### src/rtl/alu_arbiter.sv
// Two-requester round-robin front end for a shared combinational ALU.
// Multiply (op 4'b1000) is done as N shift-and-add passes through the ALU adder.
module alu_arbiter #(
    parameter int N = 8
) (
    input  logic         clk,
    input  logic         rst,
    input  logic         req0_valid,
    output logic         req0_ready,
    input  logic [3:0]   req0_op,
    input  logic [N-1:0] req0_a,
    input  logic [N-1:0] req0_b,
    input  logic         req1_valid,
    output logic         req1_ready,
    input  logic [3:0]   req1_op,
    input  logic [N-1:0] req1_a,
    input  logic [N-1:0] req1_b,
    output logic         rsp_valid,
    input  logic         rsp_ready,
    output logic         rsp_id,
    output logic [N-1:0] rsp_y,
    output logic         rsp_flg,
    output logic [3:0]   alu_op,
    output logic [N-1:0] alu_a,
    output logic [N-1:0] alu_b,
    input  logic [N-1:0] alu_y,
    input  logic         alu_flg
);

    localparam logic [1:0] IDLE = 2'd0;
    localparam logic [1:0] EXEC = 2'd1;
    localparam logic [1:0] MUL  = 2'd2;
    localparam logic [1:0] RESP = 2'd3;

    localparam int CW = (N > 1) ? $clog2(N) : 1;
    localparam logic [CW-1:0] LAST_ITER = CW'(N - 1);
    localparam logic [3:0] OP_MUL = 4'b1000;
    localparam logic [3:0] OP_ADD = 4'b0000;

    logic [1:0]    state_r;
    logic          ptr_r;
    logic [3:0]    op_r;
    logic [N-1:0]  a_r;
    logic [N-1:0]  b_r;
    logic [N-1:0]  acc_r;
    logic [CW-1:0] iter_r;
    logic          rsp_id_r;
    logic [N-1:0]  rsp_y_r;
    logic          rsp_flg_r;

    logic          sel_s;
    logic          ready0_s;
    logic          ready1_s;
    logic          accept_s;
    logic [3:0]    req_op_s;
    logic [N-1:0]  req_a_s;
    logic [N-1:0]  req_b_s;
    logic [N-1:0]  shift_s;
    logic          mul_bit_s;
    logic [3:0]    alu_op_s;
    logic [N-1:0]  alu_a_s;
    logic [N-1:0]  alu_b_s;

    // Round-robin grant; ready is gated by rst so nothing is offered during reset.
    always_comb begin
        sel_s = 1'b0;
        if (req0_valid && req1_valid) begin
            sel_s = ptr_r;
        end else if (req1_valid) begin
            sel_s = 1'b1;
        end else begin
            sel_s = 1'b0;
        end
        ready0_s = !rst && (state_r == IDLE) && req0_valid && !sel_s;
        ready1_s = !rst && (state_r == IDLE) && req1_valid && sel_s;
        accept_s = ready0_s || ready1_s;
        req_op_s = sel_s ? req1_op : req0_op;
        req_a_s  = sel_s ? req1_a  : req0_a;
        req_b_s  = sel_s ? req1_b  : req0_b;
    end

    // ALU operand steering: pass-through in EXEC, accumulate partial products in MUL.
    always_comb begin
        shift_s   = a_r << iter_r;
        mul_bit_s = b_r[iter_r];
        alu_op_s  = 4'b0000;
        alu_a_s   = {N{1'b0}};
        alu_b_s   = {N{1'b0}};
        case (state_r)
            EXEC: begin
                alu_op_s = op_r;
                alu_a_s  = a_r;
                alu_b_s  = b_r;
            end
            MUL: begin
                alu_op_s = OP_ADD;
                alu_a_s  = acc_r;
                alu_b_s  = shift_s;
            end
            default: begin
                alu_op_s = 4'b0000;
                alu_a_s  = {N{1'b0}};
                alu_b_s  = {N{1'b0}};
            end
        endcase
    end

    // Control FSM and operand/result registers.
    always_ff @(posedge clk or posedge rst) begin
        if (rst) begin
            state_r   <= IDLE;
            ptr_r     <= 1'b0;
            op_r      <= 4'b0000;
            a_r       <= {N{1'b0}};
            b_r       <= {N{1'b0}};
            acc_r     <= {N{1'b0}};
            iter_r    <= {CW{1'b0}};
            rsp_id_r  <= 1'b0;
            rsp_y_r   <= {N{1'b0}};
            rsp_flg_r <= 1'b0;
        end else begin
            case (state_r)
                IDLE: begin
                    if (accept_s) begin
                        op_r     <= req_op_s;
                        a_r      <= req_a_s;
                        b_r      <= req_b_s;
                        rsp_id_r <= sel_s;
                        ptr_r    <= !sel_s;
                        acc_r    <= {N{1'b0}};
                        iter_r   <= {CW{1'b0}};
                        state_r  <= (req_op_s == OP_MUL) ? MUL : EXEC;
                    end
                end
                EXEC: begin
                    rsp_y_r   <= alu_y;
                    rsp_flg_r <= alu_flg;
                    state_r   <= RESP;
                end
                MUL: begin
                    if (mul_bit_s) begin
                        acc_r <= alu_y;
                    end
                    if (iter_r == LAST_ITER) begin
                        rsp_y_r   <= mul_bit_s ? alu_y : acc_r;
                        rsp_flg_r <= 1'b0;
                        state_r   <= RESP;
                    end else begin
                        iter_r <= iter_r + 1'b1;
                    end
                end
                RESP: begin
                    if (rsp_ready) begin
                        state_r <= IDLE;
                    end
                end
                default: begin
                    state_r <= IDLE;
                end
            endcase
        end
    end

    assign req0_ready = ready0_s;
    assign req1_ready = ready1_s;
    assign rsp_valid  = (state_r == RESP);
    assign rsp_id     = rsp_id_r;
    assign rsp_y      = rsp_y_r;
    assign rsp_flg    = rsp_flg_r;
    assign alu_op     = alu_op_s;
    assign alu_a      = alu_a_s;
    assign alu_b      = alu_b_s;

endmodule

### config.mk
export PLATFORM = sky130hd
export DESIGN_NAME = alu_arbiter
export DESIGN_NICKNAME = d
export VERILOG_FILES = /design/src/rtl/alu_arbiter.sv
export SDC_FILE = /design/constraint.sdc
export NUM_CORES = 1
export LEC_CHECK = 0
export BUFFER_PORTS_ARGS = -buffer_cell sky130_fd_sc_hd__buf_2
export CAP_MARGIN = 20
export CORE_MARGIN = 1
export CORE_UTILIZATION = 45
export DETAILED_ROUTE_END_ITERATION = 7
export PLACE_DENSITY = 0.84
export SETUP_SLACK_MARGIN = 0.3
export SLEW_MARGIN = 20
export SYNTH_ARGS = -nofsm -noshare
export SYNTH_HDL_FRONTEND = slang
export SYNTH_SLANG_ARGS = --single-unit
### constraint.sdc
create_clock -name clk -period 2.5 [get_ports clk]
set_input_delay 0.25 -clock clk [delete_from_list [all_inputs] [get_ports clk]]
set_output_delay 0.25 -clock clk [all_outputs]
set_load 0.1 [all_outputs]
==> impl_metrics.toml <==
[synth]
synth_area_sq_um = 2640
yosysSeqAreaShare_pct = 41.7
syn_inst = 289
ys.flop_type = "dfrtp_1"
synth_edf_count = 0
ys_warn_count = 0
synth_fp_nets = 349
synth-seq-cells = 44
syn_avg_cell_area_sq_um = 9.13
synth_cell_types = 44
synthArstFlopShare_pct = 100

[sta]
slew-limit-headroom_pct = 63.3
fmax_ghz = 0.459
setup_viol = 0
worstMarginPinSlew_ns = 0.543
slew_violations = 0
period_needed_ns = 2.18
finalHoldViolCount = 0
clock_skew_ns = 0.0104
worst_slack_ns = 0.323
rsz0062_at_grt = "yes"
timing.final.crit_share_pct = 87.1

[worst_hold_path]
hp-class = "primary input to register"

[floorplanning]
die_area_sq_um = 6170
core_sq_um = 5570
start_util_pct = 47.3
die_h_um = 78.6
fp.dieW_um = 78.6
num_rows = 27
boundaryPins = 87

[grt]
use_met3_pct = 4.42
antenna_found_initial = 0
grt.busiest_layer = "met2"
use_met2_pct = 38.4
grt_pass1_wl_um = 11200
grt_max_degree = 43
grt_pass1_vias = 2338
grt.total_usage_pct = 23.6
grt_overflow = 0
met1_usage_pct = 31.3

[run]
drv_cap = 0

[setup_path]
critPathMaxFanout = 7
worstPathRequired_ns = 2.25
arrival_ns = 1.93
worstSetupPathType = "register to output port"
cp-end-kind = "output port"
worstSetupStartpointType = "register"

[placement]
placed_cell_area_sq_um = 3430
dp_slack_ns = 0.414
routabilityCongestion = 0.886
io_buffers = 86
dp_hpwl_um = 5340

[clocking]
htreeDepth = 2
clock_sinks = 44
root_buffer = "clkbuf_8"
path_clk_slew_ns = 0.08
clkLatencyLatePin_ns = 0.31
cts_tree = "yes"
ctsLongestPathBuffers = 2
cts_buffers = 5

[routing]
drtIter0Drc = 138
wl_per_cell_um = 16.1
dr_total_vias = 2566
vias_per_cell = 5.73
first_pass_iters = 4
ant_nets = 0
drt-total-wl_um = 7210
drc = 0

[final_layout]
fin_area_sq_um = 3650
antenna_cells = 0
area_delta_synth_final_pct = 38.4
drive_above_1_share_pct = 38.6
fin_nets = 435

[status]
status = "completed"
worst max-delay path, stage by stage (launching register included):
cell,delay (ns)
dfrtp_2,0.49
buf_4,0.15
mux4_2,0.48
mux2i_1,0.18
o21ai_1,0.12
buf_6,0.20
cells in the mapped netlist, types with 2 or more instances:
library cell	number	share of area (%)
a31oi_1	10	2.4
a22o_1	5	1.7
clkbuf_1	12	1.7
ha_1	6	2.8
mux2i_1	27	10
mux2_2	2	0.85
nor2_1	25	3.6
o221ai_1	2	0.66
a22oi_1	14	4.0
nand2_1	47	6.7
inv_1	8	1.1
mux4_2	3	2.6
dfrtp_1	44	42
o21ai_0	19	3.6
o21ai_1	11	2.1
buf_2	4	0.76
buf_6	2	0.85
and2_1	5	1.2
nand4_1	3	0.71
nand2b_1	2	0.47
a211oi_1	3	0.85
nand3_1	7	1.3
a21oi_1	7	1.3
flip-flops by register name, indices dropped and copies added (netlist names):
signal / flops
rsp_y: 8
state_r: 2
iter_r: 3
a_r: 8
op_r: 4
ptr_r: 1
rsp_flg: 1
b_r: 8
acc_r: 8
rsp_id: 1
logic make-up after synthesis:
kind of cell	share of synthesized area, %
compound gates	18.8
fa+ha+maj	2.84
buf+inv	4.74
flops	41.7
mux	14.2
simple gates	17.7
layer usage:
layer	part of all wire, %	routed length [um]
met2	47	3420
met3	8.7	626
met4	1.7	126
met1	42	3040
met5	0	0
cell type report:
| type | count | area (sq um) |
|---|---|---|
| repair buffers | 98 | 762 |
| fillers | 446 | 1920 |
| clock inverters | 2 | 10.0 |
| well taps | 72 | 90.1 |
| flip-flops and latches | 44 | 1100 |
| multi-input cells | 217 | 1570 |
| clock buffers | 6 | 82.6 |
| inverters | 9 | 33.8 |
path summary, 6_finish.rpt:
check	from	slack, ns	to	cells past startpoint
max in group asynchronous	rst	1.29	iter_r[1]$_DFFE_PP0P_	4
worst max-delay path	iter_r[1]$_DFFE_PP0P_	0.32	alu_b[7]	5
min in group asynchronous	rst	0.44	a_r[6]$_DFFE_PP0P_	3
worst max register to register	iter_r[0]$_DFFE_PP0P_	0.49	rsp_y[6]$_DFFE_PP0P_	6
worst min-delay path	req0_a[6]	0.13	a_r[6]$_DFFE_PP0P_	3
worst min register to register	op_r[2]$_DFFE_PP0P_	0.49	op_r[2]$_DFFE_PP0P_	2
metrics by stage:
stage | setup TNS (ns) | util, % | cells | hold WS (ns)
final | 0 | 65.5 | 448 | 0.134
after global routing | 0 | 65.5 | 448 | 0.163
after CTS | 0 | 63.7 | 445 | 0.128
after detailed placement | 0 | 61.5 | 436 | 0.219
after global placement | 0 | 61.5 | 436 | 0.204
after floorplan | -0.607 | - | 289 | 0.354
what timing repair did:
action                                  4_1_cts  5_1_grt
buffers inserted                              0        3
endpoints found under the setup margin       15       17
hold endpoints to repair                      5        0
pin swaps                                     0        5
resized for setup                            10       22
hold buffers                                  1        0
layout by cell type (no fill, tap or decap), types with 6 or more instances in the layout:
cell type,netlist,layout
a21oi_1,7,6
nand2_1,47,47
buf_4,0,10
buf_2,4,68
o21ai_0,19,15
inv_1,8,6
mux2i_1,27,26
dfrtp_1,44,41
o21ai_1,11,14
nand3_1,7,7
clkbuf_8,0,6
nor2_1,25,12
buf_12,0,14
a22oi_1,14,14
a31oi_1,10,10
nor2_4,1,13
Power is left out: the tool's default activity adds up to more than one toggle a clock period on the data nets, which glitch-free logic cannot reach.
